<file path="src/rtl/adder_word_sequencer.sv">
// adder_word_sequencer: computes N*WORDS-bit sums on one external N-bit adder, one slice per cycle, LSB first.
// Optional macro SEQ_SIGNED_OVF_EN adds the out_ovf signed-overflow output.
module adder_word_sequencer #(
  parameter int N = 16,
  parameter int WORDS = 4,
  localparam int W = N * WORDS,
  localparam int IW = (WORDS > 1) ? $clog2(WORDS) : 1
) (
  input  logic         clk,
  input  logic         rst,
  input  logic         in_valid,
  output logic         in_ready,
  input  logic [W-1:0] in_a,
  input  logic [W-1:0] in_b,
  input  logic         in_cin,
  output logic [N-1:0] adder_a,
  output logic [N-1:0] adder_b,
  output logic         adder_cin,
  input  logic [N-1:0] adder_s,
  input  logic         adder_cout,
  output logic         out_valid,
  input  logic         out_ready,
  output logic [W-1:0] out_sum,
  output logic         out_cout,
  output logic         busy
`ifdef SEQ_SIGNED_OVF_EN
  , output logic       out_ovf
`endif
);
  typedef enum logic [1:0] {IDLE, RUN, DONE} state_t;
  state_t r_state, w_next;
  logic [IW-1:0] r_idx;
  logic          r_carry;
  logic [W-1:0]  r_a, r_b, r_sum;
  logic          r_cout;
  logic          w_run, w_last, w_accept;
  assign w_run    = r_state == RUN;
  assign w_last   = r_idx == IW'(WORDS - 1);
  assign w_accept = r_state == IDLE && in_valid;
  always_ff @(posedge clk or posedge rst) begin
    if (rst) r_state <= IDLE;
    else     r_state <= w_next;
  end
  always_comb begin
    w_next    = w_accept ? RUN :
                (w_run && w_last) ? DONE :
                (r_state == DONE && out_ready) ? IDLE : r_state;
    in_ready  = r_state == IDLE && !rst;
    out_valid = r_state == DONE;
    busy      = r_state != IDLE;
    // Adder inputs are parked at zero outside RUN to keep the shared adder quiet.
    adder_a   = w_run ? r_a[r_idx*N +: N] : '0;
    adder_b   = w_run ? r_b[r_idx*N +: N] : '0;
    adder_cin = w_run & r_carry;
  end
  always_ff @(posedge clk or posedge rst) begin
    if (rst) begin
      r_idx   <= '0;
      r_carry <= 1'b0;
      r_a     <= '0;
      r_b     <= '0;
      r_sum   <= '0;
      r_cout  <= 1'b0;
    end else if (w_accept) begin
      r_a     <= in_a;
      r_b     <= in_b;
      r_carry <= in_cin;
      r_idx   <= '0;
    end else if (w_run) begin
      r_sum[r_idx*N +: N] <= adder_s;
      r_carry <= adder_cout;
      if (w_last) r_cout <= adder_cout;
      else        r_idx  <= r_idx + IW'(1);
    end
  end
  assign out_sum  = r_sum;
  assign out_cout = r_cout;
`ifdef SEQ_SIGNED_OVF_EN
  logic r_ovf;
  always_ff @(posedge clk or posedge rst) begin
    if (rst)                 r_ovf <= 1'b0;
    else if (w_run && w_last) r_ovf <= (r_a[W-1] == r_b[W-1]) && (adder_s[N-1] != r_a[W-1]);
  end
  assign out_ovf = r_ovf;
`endif
endmodule
</file>
<file path="config.mk">
export PLATFORM = sky130hd
export DESIGN_NAME = adder_word_sequencer
export DESIGN_NICKNAME = d
export VERILOG_FILES = /design/src/rtl/adder_word_sequencer.sv
export SDC_FILE = /design/constraint.sdc
export NUM_CORES = 1
export LEC_CHECK = 0
export BUFFER_PORTS_ARGS = -buffer_cell sky130_fd_sc_hd__buf_4
export CAP_MARGIN = 0
export CORE_MARGIN = 4
export CORE_UTILIZATION = 25
export DETAILED_ROUTE_END_ITERATION = 12
export PLACE_DENSITY = 0.51
export SYNTH_ARGS = -nofsm -noshare
export SYNTH_HDL_FRONTEND = slang
export SYNTH_SLANG_ARGS = --single-unit
</file>
<file path="constraint.sdc">
create_clock -name clk -period 17.2 [get_ports clk]
set_input_delay 0.86 -clock clk [delete_from_list [all_inputs] [get_ports clk]]
set_output_delay 0.86 -clock clk [all_outputs]
set_load 0.05 [all_outputs]
</file>
; ---- Word level (Yosys, flattened, before mapping)
; Index checks and enable logic that the tools add are counted.
[op_classes]
shifts = 4
multipliers = 0
n_reduce_logical = 12
muxes = 11
bitwise = 2
magnitude_cmp = 0
div_mod_pow = 0
eq_ne = 4
addsub = 2
[op_table]
columns = op, n
row1 = $shiftx 64x7->16, 2
row2 = $bwmux 64, 1
row3 = $shift 16x34->64 const A, 1
row4 = $shiftx 16x34->64, 1
row5 = $neg 6->34, 1
row6 = $mux 16, 2
row7 = $mux 2, 6
row8 = $eq 2x2->1 const B, 2
row9 = $logic_and 1x1->1, 4
row10 = $reduce_and 2->1, 2
row11 = $reduce_bool 2->1, 2
row12 = $reduce_and 3->1, 1
row13 = $reduce_bool 3->1, 1
row14 = $add 2x1->2 const B, 1
row15 = $eq 2x1->1 const B, 1
row16 = $logic_not 2->1, 1
row17 = $mux 1, 2
row18 = $ne 2x1->1 const B, 1
row19 = $and 1x1->1, 1
row20 = $logic_not 1->1, 1
row21 = $not 1->1, 1
[word_totals]
mem_bits_rw = 0
latchBits = 0
romBits = 0
ff_bits = 198
memories = 0
input_bits = 150
out_inout_bits = 101
elab_cells = 42

; ---- Longest topological paths before layout
; Gate-level depths: netlist (run 1).
[logic_depth]
word_depth = 5
mapped_depth = 8
mapped_depth_nobuf = 5

; ---- Worst setup path after synthesis (run 1)
; No wires, ideal clock.
[synth_timing]
kind = register -> output
start = reg r_idx[0]
end = out adder_a[10]
t_required_ps = 16340
path_stages_with_launch = 5
setup_slack_ps = 14636
n_path_buf = 2
t_arrival_ps = 1704
cell_sequence = dfrtp_1 buf_2 buf_4 mux4_2 and2_1
[synth_via]
elab_chain_len = 2
[synth_rtl]
columns = item, line_no
row1 = "start, declared", 32  ; logic [IW-1:0] r_idx;
row2 = "start signal, assigned", 73  ; else r_idx <= r_idx + IW'(1);
row3 = $shiftx 64x7->16, 52  ; adder_a = w_run ? r_a[r_idx*N +: N] : '0;
row4 = $mux 16, 52
row5 = "end, declared", 16  ; output logic [N-1:0] adder_a,
; No other way between the ends.

; ---- Final worst setup path (run 1)
[layout_timing]
start = reg r_idx[0]
end = out adder_b[0]
[layout_via]
elab_chain_len = 2
[layout_rtl]
columns = item, line_no
row1 = $shiftx 64x7->16, 53  ; adder_b = w_run ? r_b[r_idx*N +: N] : '0;
row2 = $mux 16, 53
row3 = "end, declared", 17  ; output logic [N-1:0] adder_b,
; No other way between the ends.

==> results of run 1 <==
worst reg2reg max path, cell delays in order (launching register included):
cell and delay [ps]:
dfrtp_2 830, buf_4 550, ha_1 280, nand3b_1 590, nor4_2 480, buf_4 260, a22o_1 150
synthesized netlist by cell type, drive strengths merged:
master,instances,area share (%)
dfrtp,198,59
mux2,130,17
a22o,65,6.7
and2,32,2.4
mux4,32,8.5
buf,28,2.4
clkbuf,9,0.40
inv,6,0.27
ha,5,0.74
nor2,5,0.22
nand3b,3,0.41
nor3,3,0.18
nor4,3,0.65
nand2,2,0.089
nand2b,2,0.15
nor3b,2,0.24
o21ai,2,0.12
a21o,1,0.089
a221o,1,0.12
nor2b,1,0.074
nor4b,1,0.28
or2,1,0.074
cells in the final DEF, fill, tap and decap left out, types with 2 or more instances in the layout:
master / synthesis / routed
inv_6: 0 / 4
mux4_2: 32 / 32
clkbuf_16: 0 / 17
ha_1: 5 / 5
dfrtp_2: 0 / 2
mux2_1: 78 / 78
nand3b_1: 2 / 2
and2_1: 32 / 32
a22o_1: 65 / 65
dfrtp_1: 198 / 196
clkinv_8: 0 / 3
clkinv_4: 0 / 4
nand2_1: 2 / 2
o21ai_0: 2 / 2
nor3_1: 3 / 3
buf_4: 7 / 256
nand2b_1: 2 / 2
nor2_1: 5 / 5
inv_1: 5 / 4
nor4_4: 2 / 2
mux2_2: 52 / 52
inv_8: 0 / 4
logic make-up after synthesis:
kind of cell | after synthesis
muxes | 162
DFF | 198
and+or+nand+nor | 55
AOI/OAI and AO/OA | 69
buffers and inverters | 43
adders and majority gates | 5
worst paths after layout:
check / to
max in group asynchronous: r_a[22]
worst min-delay path: r_b[41]
min in group asynchronous: r_a[33]
worst max-delay path: adder_b[0]
worst max register to register: out_sum[49]
worst min register to register: r_b[41]
flip-flops by register name, summed over array words and instances, names as in the netlist:
signal	cells
r_idx	2
out_cout	1
out_sum	64
r_b	64
r_carry	1
r_a	64
r_state	2
power by group through the flow:
stage          combinational, mW  clock [mW]  sequential, mW
2_1_floorplan              0.618           0            1.01
3_3_place_gp                1.11           0           0.847
3_5_place_dp                1.12           0           0.848
4_1_cts                     1.12       0.434           0.840
5_1_grt                     1.17       0.452           0.869
6_report                    1.10       0.417           0.835
final cells by class:
class                           instances  area [µm²]
Fill cell                            3311       22100
Sequential cell                       198        4960
Multi-Input combinational cell        291        3260
Timing Repair Buffer                  256        1920
Tap cell                              448         561
Clock buffer                           17         425
Clock inverter                         15         183
Inverter                                6        30.0
per-layer routing:
layer	vias to the layer above	global-route usage [%]	part of all wire (%)
met1	2843	17.2	44
li1	2464	-	-
met5	-	0	0
met4	0	2.69	0.89
met3	10	4.38	7.1
met2	165	20.8	48
through the flow:
step,hold WS [ps],cell area (µm²)
6_report,484,11300
4_1_cts,487,11300
3_3_place_gp,464,10700
5_1_grt,495,11300
2_1_floorplan,452,8460
3_5_place_dp,469,10700
==> results by group, run 1 <==
Synthesis
  • Syn. warnings: 0
  • Largest family of logic cells by synthesized area: multiplexers
  • Simple-Gate Fraction of Synth Area: 4.73%
  • Post-synthesis cell type count: 30
  • Post-synthesis adder-cell area fraction: 0.739%
  • Post-synthesis sequential area ratio: 58.6%
  • Post-synthesis compound-gate area fraction: 7.05%
  • Post-Synth XOR/XNOR Area: 0%
  • Syn_nets: 687
  • Yosys reg bits: 198
  • Post-synthesis mux area share: 25.8%
  • Avg Inst Size Synth: 15.9 µm²
  • Synth Cell Area: 8460 µm²
  • Syn Inst Count: 532

Layout
  • Syn-to-layout area delta: 34.0%
  • # nets final: 925
  • Layout cell share with drive strength beyond 1: 49.0%
  • Final cell count without fillers: 1231
  • Post-layout util: 33.9%
  • Diode count: 0

Critical path
  • Crit-path max cell delay: 830 ps
  • Critical Path Sink Type: primary output
  • Worst reg2reg startpoint: r_idx[0]
  • Slowest CP cell: dfrtp_2
  • Crit Path Class: reg2out
  • Setup crit start: r_idx[0]
  • Worst path cell trace: buf_4 > mux4_2 > and2_1 > buf_4
  • Data required time of the worst path: 16340 ps
  • FF-to-FF path depth: 6
  • FF-to-FF setup slack: 14000 ps
  • CP Max Fanout: 21
  • Most used cell, CP: buf_4
  • Crit path buffers/inverters: 2
  • Kind of cell adding the most delay to the critical path: flip-flops
  • CP Data Arrival Time: 2760 ps
  • WP depth: 4
  • Worst setup SP type: register

STA
  • Slew @ Worst Pin: 1140 ps
  • Final Hold Fails: 0
  • Slew margin rel.: 23.4%
  • Fin. max-slew vios: 0
  • Final WS setup: 13580 ps
  • Setup TNS: 0 ps
  • Final period util: 21.0%
  • Final setup viols: 0
  • Clk_skew: 10.4 ps
  • Unrepaired setup endpoints after global routing: no
  • Fmax: 0.276 GHz
  • Min Tclk post-route: 3620 ps

Routing
  • DRC: 0
  • Antenna-violating nets left: 0
  • Wire per inst: 19.4 µm
  • WL final: 23900 µm
  • Via Count: 5482
  • DRT iter0 DRCs: 220
  • 1st-pass router iterations: 4
  • Vias per inst: 4.45

Job
  • Max-capacitance violation count: 0

Run status
  • Status: complete, no violations

Power
  • Sequential power share: 35.5%
  • Switching power: 0.988 mW
  • Leakage: 5.26 nW
  • Power per cell area: 207 nW/µm²
  • Internal power: 1.36 mW
  • Comb pwr share: 46.8%
  • Pwr Total: 2.35 mW
  • Sw Share: 42.0%
  • Clk pwr share: 17.7%
  • VDD IR max: 0.0000877 V

Clock network
  • CTS Hold Buffers Added: 0
  • Post_cts resized: 0
  • TritonCTS clock tree: done
  • Cts bufs inserted: 17
  • Clock root buffer: clkbuf_16
  • Clock transition at the registers of the reported paths: 80 ps
  • Htree depth: 4
  • Clock buffer depth: 2
  • Setup repair bufs after CTS: 0
  • Clock sinks: 198
  • Clk_lat worst skew: 450 ps

Hold path
  • WHS Path Cells: 1
  • HP Class: reg2reg
  • Min-delay src: r_b[41]

Floorplan
  • Starting Density: 25.3%
  • Die ar.: 36900 µm²
  • IO Count: 251
  • Die height: 192 µm
  • Row cnt: 67
  • Die width: 192 µm
  • Area of the core: 33400 µm²

Placement
  • Port bufs: 250
  • Final GP Congestion: 0.709
  • HPWL after detailed placement: 16400 µm
  • Worst slack, placed: 13860 ps
  • Placed Cells: 1199

GRT
  • Initial antenna violation count: 0
  • Gr ovfl total: 0
  • Overall Global Routing Usage: 13.0%
  • First-pass GRT wire length: 36300 µm
  • Largest net degree at the start of global routing: 136
  • Vias in the first global route: 5848
Power figures use the tool's default switching activity.
==> inputs of run 2 (changes only) <==
Clock period 17.2 ns to 3.6 ns, I/O delays scaled along.
==> results by group, run 2 (synthesis results as in run 1) <==
GRT
  • Overall Global Routing Usage: 13.4% (+0.44 points)
  • First-pass GRT wire length: 38200 µm (+5.2%)
  • Initial antenna violation count: 1 (+1)
  • Largest net degree at the start of global routing: 115 (-15%)
  • Gr ovfl total: 0 (unchanged)
  • Vias in the first global route: 6571 (+12%)

Routing
  • DRC: 0 (unchanged)
  • Vias per inst: 4.35 (-2.2%)
  • WL final: 24400 µm (+1.8%)
  • DRT iter0 DRCs: 225 (+2.3%)
  • Via Count: 6034 (+10%)
  • 1st-pass router iterations: 4 (unchanged)
  • Antenna-violating nets left: 0 (unchanged)
  • Wire per inst: 17.6 µm (-9.6%)

Clock network
  • Clock transition at the registers of the reported paths: 70 ps (about the same)
  • Cts bufs inserted: 17 (unchanged)
  • TritonCTS clock tree: done
  • Clock buffer depth: 2 (unchanged)
  • Clock root buffer: clkbuf_16
  • Htree depth: 4 (unchanged)
  • Clock sinks: 198 (unchanged)
  • Clk_lat worst skew: 450 ps (about the same)
  • Setup repair bufs after CTS: 0 (unchanged)

Power
  • Sw Share: 41.3% (-0.76 points)
  • Switching power: 4.71 mW (+380%)
  • Clk pwr share: 17.5% (-0.2 points)
  • Sequential power share: 35.0% (-0.5 points)
  • Comb pwr share: 47.5% (+0.7 points)
  • Power per cell area: 885 nW/µm² (+330%)
  • Internal power: 6.70 mW (+390%)
  • VDD IR max: 0.000454 V (+420%)
  • Leakage: 5.90 nW (+12%)

Placement
  • Final GP Congestion: 0.718 (+1.1%)
  • HPWL after detailed placement: 16300 µm (-0.59%)
  • Port bufs: 250 (unchanged)

Critical path
  • Setup crit start: r_idx[0]
  • Crit path buffers/inverters: 2 (unchanged)
  • Crit-path max cell delay: 720 ps (-110 ps)
  • CP Data Arrival Time: 2620 ps (-140 ps)
  • Most used cell, CP: buf_4
  • Data required time of the worst path: 3420 ps (-12920 ps)
  • Crit Path Class: reg2out
  • Worst path cell trace: buf_4 > mux4_2 > and2_1 > buf_4
  • Kind of cell adding the most delay to the critical path: flip-flops
  • CP Max Fanout: 20 (-4.8%)
  • Worst reg2reg startpoint: r_idx[0]
  • Critical Path Sink Type: primary output
  • Slowest CP cell: dfrtp_4
  • Worst setup SP type: register

STA
  • Setup TNS: 0 ps (unchanged)
  • Fin. max-slew vios: 0 (unchanged)
  • Unrepaired setup endpoints after global routing: no
  • Slew margin rel.: 34.3% (+11 points)
  • Final setup viols: 0 (unchanged)
  • Final Hold Fails: 0 (unchanged)
  • Min Tclk post-route: 2800 ps
  • Clk_skew: 9.48 ps (-0.907 ps)
  • Final period util: 77.8%
  • Slew @ Worst Pin: 981 ps (-160 ps)
  • Fmax: 0.357 GHz

Floorplan
  • Row cnt: 67 (unchanged)
  • Area of the core: 33400 µm² (unchanged)
  • Die ar.: 36900 µm² (unchanged)
  • Starting Density: 25.3% (unchanged)
  • IO Count: 251 (unchanged)
  • Die height: 192 µm (unchanged)
  • Die width: 192 µm (unchanged)

Layout
  • Post-layout util: 38.5% (+4.6 points)
  • Commonest non-fill, non-tap cell in the layout: buf_4
  • Most frequent cells in the layout: buf_4 (260), dfrtp_1 (196), dlygate4sd3_1 (149)
  • Layout cell share with drive strength beyond 1: 41.5% (-7.5 points)
  • # nets final: 1080 (+17%)
  • Syn-to-layout area delta: 52.3%
  • Filler instances: 3198 (-3.4%)

Job
  • Max-capacitance violation count: 0 (unchanged)

Hold path
  • HP Class: in2async

Run status
  • Status: complete, no violations
-- run 2: tightest hold or removal path: cells and delay by family --
| kind | cells | cell delay, ps |
|---|---|---|
| buffers and inverters | 3 | 1080 |
-- run 2: area by class of cell --
cell class | instances | area (µm²) | share of cell area [%]
Sequential cell | 198 | 4960 | 38.5
Timing Repair Buffer | 411 | 3480 | 27.0
Multi-Input combinational cell | 291 | 3260 | 25.3
Tap cell | 448 | 561 | 4.35
Clock buffer | 17 | 425 | 3.30
Clock inverter | 14 | 168 | 1.30
Inverter | 6 | 26.3 | 0.204
Antenna cell | 1 | 2.50 | 0.0194
-- run 2: metal layers --
layer / GRT usage (%) / wire length (µm)
met1: 17.6 / 10700
met2: 21.6 / 11700
met5: 0 / 0
met4: 3.70 / 340
met3: 4.03 / 1530
-- run 2: path summary, 6_finish.rpt --
kind	end	slack, ps	cells after the start
min in group clk	r_state[0]	430	4
max	adder_a[15]	800	4
min reg2reg	r_b[48]	480	1
max in group asynchronous	r_b[36]	2230	4
max reg2reg	out_sum[44]	940	5
min	r_a[4]	370	3
-- run 2: timing repair --
action,CTS,global route
endpoints found under the hold margin,216,0
resized for setup,0,0
hold buffers,149,0
-- run 2: metrics by stage --
step	power (mW)	setup WS (ps)	instance area (µm²)	hold slack, ps	std cells
after CTS	11.6	679	12900	365	1385
final	11.4	800	12900	373	1386
after global routing	12.1	615	12900	397	1386
after floorplan	7.77	860	8470	276	532
after global placement	9.32	982	10800	275	1205
after detailed placement	9.38	881	10800	277	1205
-- run 2: power by group through the flow --
| stage | clock [mW] | combinational, mW | sequential [mW] |
|---|---|---|---|
| final | 2.00 | 5.42 | 3.99 |
| after global routing | 2.16 | 5.76 | 4.14 |
| after CTS | 2.07 | 5.50 | 4.00 |
| after detailed placement | 0 | 5.34 | 4.04 |
| after global placement | 0 | 5.29 | 4.03 |
| after floorplan | 0 | 2.95 | 4.81 |
